`src/rtl/wb_arbiter_if.sv`:
```
// Bundle of the two writeback requesters and the register-file write port.
// The arbiter takes the slave side; requesters/bench drive the master side.
interface wb_arbiter_if;
  logic        A_VALID;
  logic        A_READY;
  logic [4:0]  A_ADDR;
  logic [31:0] A_DATA;
  logic        B_VALID;
  logic        B_READY;
  logic [4:0]  B_ADDR;
  logic [31:0] B_DATA;
  logic        WE;
  logic [4:0]  WADDR;
  logic [31:0] WDATA;
  logic        LAST_SRC;

  modport master (
    output A_VALID, A_ADDR, A_DATA, B_VALID, B_ADDR, B_DATA,
    input  A_READY, B_READY, WE, WADDR, WDATA, LAST_SRC
  );

  modport slave (
    input  A_VALID, A_ADDR, A_DATA, B_VALID, B_ADDR, B_DATA,
    output A_READY, B_READY, WE, WADDR, WDATA, LAST_SRC
  );
endinterface

```
`src/rtl/wb_arbiter.sv`:
```
// Two-source register-file write arbiter: A (ALU) has priority, but B (load)
// is guaranteed a grant after at most MAXRUN consecutive A grants.
module wb_arbiter #(
  parameter int MAXRUN  = 4,
  parameter int DROP_R0 = 1
) (
  input  logic         CLK,
  input  logic         RST,
  wb_arbiter_if.slave  bus
);

  localparam logic [3:0] MAXRUN_C = 4'(MAXRUN);

  logic [3:0]  run_q, run_d;
  logic        we_q, we_d;
  logic [4:0]  waddr_q, waddr_d;
  logic [31:0] wdata_q, wdata_d;
  logic        last_src_q, last_src_d;

  logic        a_grant, b_grant, xfer;
  logic [4:0]  sel_addr;
  logic [31:0] sel_data;

  // Grants are combinational so a single-cycle request can transfer immediately.
  always_comb begin
    a_grant = !RST && bus.A_VALID && (!bus.B_VALID || (run_q < MAXRUN_C));
    b_grant = !RST && bus.B_VALID && !(bus.A_VALID && (run_q < MAXRUN_C));
  end

  assign bus.A_READY = a_grant;
  assign bus.B_READY = b_grant;

  always_comb begin
    xfer     = a_grant || b_grant;
    sel_addr = b_grant ? bus.B_ADDR : bus.A_ADDR;
    sel_data = b_grant ? bus.B_DATA : bus.A_DATA;

    run_d = run_q;
    if (b_grant || !bus.B_VALID) begin
      run_d = '0;
    end else if (a_grant) begin
      run_d = (run_q >= MAXRUN_C) ? MAXRUN_C : run_q + 4'd1;
    end

    // r0 is hardwired zero in the register file, so its writes can be squashed.
    we_d       = xfer && !((DROP_R0 != 0) && (sel_addr == 5'd0));
    waddr_d    = xfer ? sel_addr : waddr_q;
    wdata_d    = xfer ? sel_data : wdata_q;
    last_src_d = xfer ? b_grant  : last_src_q;
  end

  always_ff @(posedge CLK or posedge RST) begin
    if (RST) begin
      run_q      <= '0;
      we_q       <= 1'b0;
      waddr_q    <= '0;
      wdata_q    <= '0;
      last_src_q <= 1'b0;
    end else begin
      run_q      <= run_d;
      we_q       <= we_d;
      waddr_q    <= waddr_d;
      wdata_q    <= wdata_d;
      last_src_q <= last_src_d;
    end
  end

  assign bus.WE       = we_q;
  assign bus.WADDR    = waddr_q;
  assign bus.WDATA    = wdata_q;
  assign bus.LAST_SRC = last_src_q;

endmodule

```
`src/flat_wrapper.sv`:
```
// flat-port wrapper written by rule: the top's interface ports become plain ports
module wb_arbiter_flat 
#(
  parameter int MAXRUN  = 4,
  parameter int DROP_R0 = 1
)
  (CLK, RST, bus_A_VALID, bus_A_ADDR, bus_A_DATA, bus_B_VALID, bus_B_ADDR, bus_B_DATA, bus_A_READY, bus_B_READY, bus_WE, bus_WADDR, bus_WDATA, bus_LAST_SRC);
  wb_arbiter_if bus_i ();
  input  logic CLK;
  input  logic RST;
  input wire logic [$bits(bus_i.A_VALID)-1:0] bus_A_VALID;
  input wire logic [$bits(bus_i.A_ADDR)-1:0] bus_A_ADDR;
  input wire logic [$bits(bus_i.A_DATA)-1:0] bus_A_DATA;
  input wire logic [$bits(bus_i.B_VALID)-1:0] bus_B_VALID;
  input wire logic [$bits(bus_i.B_ADDR)-1:0] bus_B_ADDR;
  input wire logic [$bits(bus_i.B_DATA)-1:0] bus_B_DATA;
  output wire logic [$bits(bus_i.A_READY)-1:0] bus_A_READY;
  output wire logic [$bits(bus_i.B_READY)-1:0] bus_B_READY;
  output wire logic [$bits(bus_i.WE)-1:0] bus_WE;
  output wire logic [$bits(bus_i.WADDR)-1:0] bus_WADDR;
  output wire logic [$bits(bus_i.WDATA)-1:0] bus_WDATA;
  output wire logic [$bits(bus_i.LAST_SRC)-1:0] bus_LAST_SRC;
  assign bus_i.A_VALID = bus_A_VALID;
  assign bus_i.A_ADDR = bus_A_ADDR;
  assign bus_i.A_DATA = bus_A_DATA;
  assign bus_i.B_VALID = bus_B_VALID;
  assign bus_i.B_ADDR = bus_B_ADDR;
  assign bus_i.B_DATA = bus_B_DATA;
  assign bus_A_READY = bus_i.A_READY;
  assign bus_B_READY = bus_i.B_READY;
  assign bus_WE = bus_i.WE;
  assign bus_WADDR = bus_i.WADDR;
  assign bus_WDATA = bus_i.WDATA;
  assign bus_LAST_SRC = bus_i.LAST_SRC;
  wb_arbiter #(.MAXRUN(MAXRUN), .DROP_R0(DROP_R0)) u_core (.CLK(CLK), .RST(RST), .bus(bus_i));
endmodule
```
`config.mk`:
```
export PLATFORM = sky130hd
export DESIGN_NAME = wb_arbiter_flat
export DESIGN_NICKNAME = d
export VERILOG_FILES = /design/src/rtl/wb_arbiter_if.sv /design/src/rtl/wb_arbiter.sv /design/src/flat_wrapper.sv
export SDC_FILE = /design/constraint.sdc
export NUM_CORES = 1
export LEC_CHECK = 0
export ABC_AREA = 1
export CORE_MARGIN = 2
export CORE_UTILIZATION = 42
export CTS_BUF_LIST = sky130_fd_sc_hd__clkbuf_8
export DETAILED_ROUTE_END_ITERATION = 7
export HOLD_SLACK_MARGIN = 0.15
export PLACE_DENSITY_LB_ADDON = 0.2
export REMOVE_ABC_BUFFERS = 1
export SLEW_MARGIN = 20
export SYNTH_ARGS = -nofsm -noshare
export SYNTH_HDL_FRONTEND = slang
export SYNTH_SLANG_ARGS = --single-unit
```
`constraint.sdc`:
```
create_clock -name CLK -period 3.7 [get_ports CLK]
set_input_delay 0.37 -clock CLK [delete_from_list [all_inputs] [get_ports CLK]]
set_output_delay 0.37 -clock CLK [all_outputs]
set_load 0.01 [all_outputs]
```
==> metrics.txt <==
status=finished clean; CP startpoint kind=input port; RSZ-0062 raised after global routing=no; Synth area leaders=dfrtp_1 (53%), nand2_1 (15%), a31oi_1 (9.9%); Synth async-reset ratio=1.00; synthesized area=between 2000 and 2500 sq um; Initial Util=0.432; final hold slack=slightly below 0.5 ns; prevailing post-synth register cell=dfrtp_1; Die Ht=between 70 and 80 um; pwr dens=~370 nW/um^2; PortBufs=~120; site row count=25; MaxCap Viol Count=0; TNS Setup=0 ns; Reg-to-Reg Start=u_core.run_q[3]; crit-path max FO=between 40 and 50; GPL Wtd Cong=between 0.7 and 0.8; post-CTS setup buffer count=0; Routed Wire Length=between 5000 and 6000 um; Synth area leader=dfrtp_1; FF+latch area=around 1100 sq um; period utilisation layout=0.678; first-pass GRT wire length=8340 um; Seq/Total Area, Yosys=0.534; Setup crit end kind=output pin; # DRC=0; CP startpoint=bus_B_VALID; Die W=about 73 um; Hold Crit Class=reg -> reg; flop-to-flop setup slack=~1.9 ns; Tot GR Track Use=0.202; Max Buffers Root-to-Sink=2; number of fill cells=390; worst skew pair latency=0.29 ns; per-cell routed wire length=roughly 13 um; Worst EP arrival=~2.1 ns; Synth top area share=0.534; Clock Skews=between 0.006 and 0.007 ns; synth cell count leaders=nand2_1 (83), dfrtp_1 (43), nor2_1 (38); Leak=around 0.0015 uW; peak supply drop=between 0.0002 and 0.0003 V; ANT nets after route=0; Overflow after GRT=0; Avg Cell Area, Syn=approximately 8.2 sq um; # setup viols final=0; Synth cell types=21; Root Buffer=clkbuf_8; CTS clock-pin slew for the worst setup and hold paths=around 0.080 ns; synthesized flop and latch total=43; critical path class=in -> out; largest net degree at the start of global routing=44; DP Wirelength=approximately 4000 um; Diodes inserted=0; worst-margin pin slew=around 0.55 ns; Die ar.=around 5400 sq um; Slew Limit Fails=0; CTS tree=built; warnings from Yosys=0; Fin. Hold Viols=0; Slew Limit Headroom=0.630; vias=between 2000 and 2500; R2R Path End=u_core.run_q[1]; Post-synth EDFFs=0; cts hold-fix bufs=0; drt pass-1 iters=4; post_cts resized=0; area occupied by multi-input gates=811 sq um; fmax=roughly 400 MHz; post-DR vias/cell=between 5 and 6; Critical Path End=bus_B_READY; Final nets=439; DR iter-0 viols=109; r2r worst-path depth=8; number of global-route vias before repair=between 1500 and 2000; Ports=between 100 and 150; Sink Count=43; Tmin final=about 2.5 ns; Core Box Area=approximately 4700 sq um; Mapped Cells=roughly 250; cts bufs inserted=5; initial antenna violation count=0; Layout area overhead=64.9%; CP Data Required Time=3.33 ns; share of cells above drive strength 1=0.0554; H-tree depth=2; most frequent cell after synthesis=nand2_1
kinds of logic after synthesis:
| group | Yosys count | synth area share |
|---|---|---|
| compound gates | 45 | 0.140 |
| fa+ha+maj | 1 | 0.00621 |
| buf+inv | 27 | 0.0628 |
| flops | 43 | 0.534 |
| simple gates | 130 | 0.256 |
registers in the layout, indices dropped and copies added, names as in the netlist:
name / count
u_core.bus.WADDR: 5
u_core.run_q: 4
u_core.bus.WDATA: 32
u_core.bus.LAST_SRC: 1
u_core.bus.WE: 1
final cells by class:
cell class              instances  share of cell area
repair buffers                121               0.366
flip-flops and latches         43               0.324
multi-input cells             176               0.244
clock buffers                   7              0.0290
well taps                      54              0.0204
inverters                      13              0.0147
clock inverters                 1             0.00113
power by group:
part | switching, uW | total, uW | internal, uW
combinational | 144 | 357 | 213
sequential | 30.0 | 558 | 528
clock | 155 | 322 | 168
total | 329 | 1240 | 909
worst min path at each step:
stage                                    from                   to  depth (start not counted)
final                     u_core.bus.LAST_SRC  u_core.bus.LAST_SRC                          2
after CTS                 u_core.bus.LAST_SRC  u_core.bus.LAST_SRC                          2
after floorplan                           RST  u_core.bus.LAST_SRC                          1
after global placement    u_core.bus.LAST_SRC  u_core.bus.LAST_SRC                          2
after global routing      u_core.bus.WADDR[0]  u_core.bus.WADDR[0]                          2
after detailed placement  u_core.bus.LAST_SRC  u_core.bus.LAST_SRC                          2
cell usage in the layout, fill, tap and decap left out, types with 2 or more instances in the layout:
cell,synthesis,final
nand3_1,5,5
clkbuf_8,0,7
o21ai_2,3,3
inv_2,4,4
clkdlybuf4s50_1,0,118
inv_1,9,10
o21ai_0,6,6
a31oi_1,32,32
nand2_1,83,83
a21oi_1,2,2
dfrtp_1,43,43
buf_4,4,2
nor2_1,38,38
stage by stage:
| step | area [sq um] | setup WS [ns] | std cells | util | total power (uW) |
|---|---|---|---|---|---|
| floorplan | 1940 | 1.61 | 232 | - | 695 |
| global placement | 3220 | 1.23 | 407 | 0.691 | 920 |
| detailed placement | 3220 | 1.21 | 407 | 0.691 | 928 |
| CTS | 3320 | 1.20 | 415 | 0.712 | 1250 |
| global route | 3320 | 1.10 | 415 | 0.712 | 1300 |
| finish | 3320 | 1.19 | 415 | 0.712 | 1240 |
routing by layer:
layer	vias up	GRT usage	wire, um
met5	-	0	0
li1	1031	-	-
met1	947	0.222	2120
met4	0	0.101	173
met2	85	0.360	2740
met3	14	0.0470	385
critical path, cell delays in order:
cell and delay [ns]:
clkdlybuf4s50_1 0.57, inv_2 0.09, nor2_4 0.14, nand2_4 0.28, inv_2 0.13, clkdlybuf4s50_1 0.54
(Power assumes the default switching activity.)
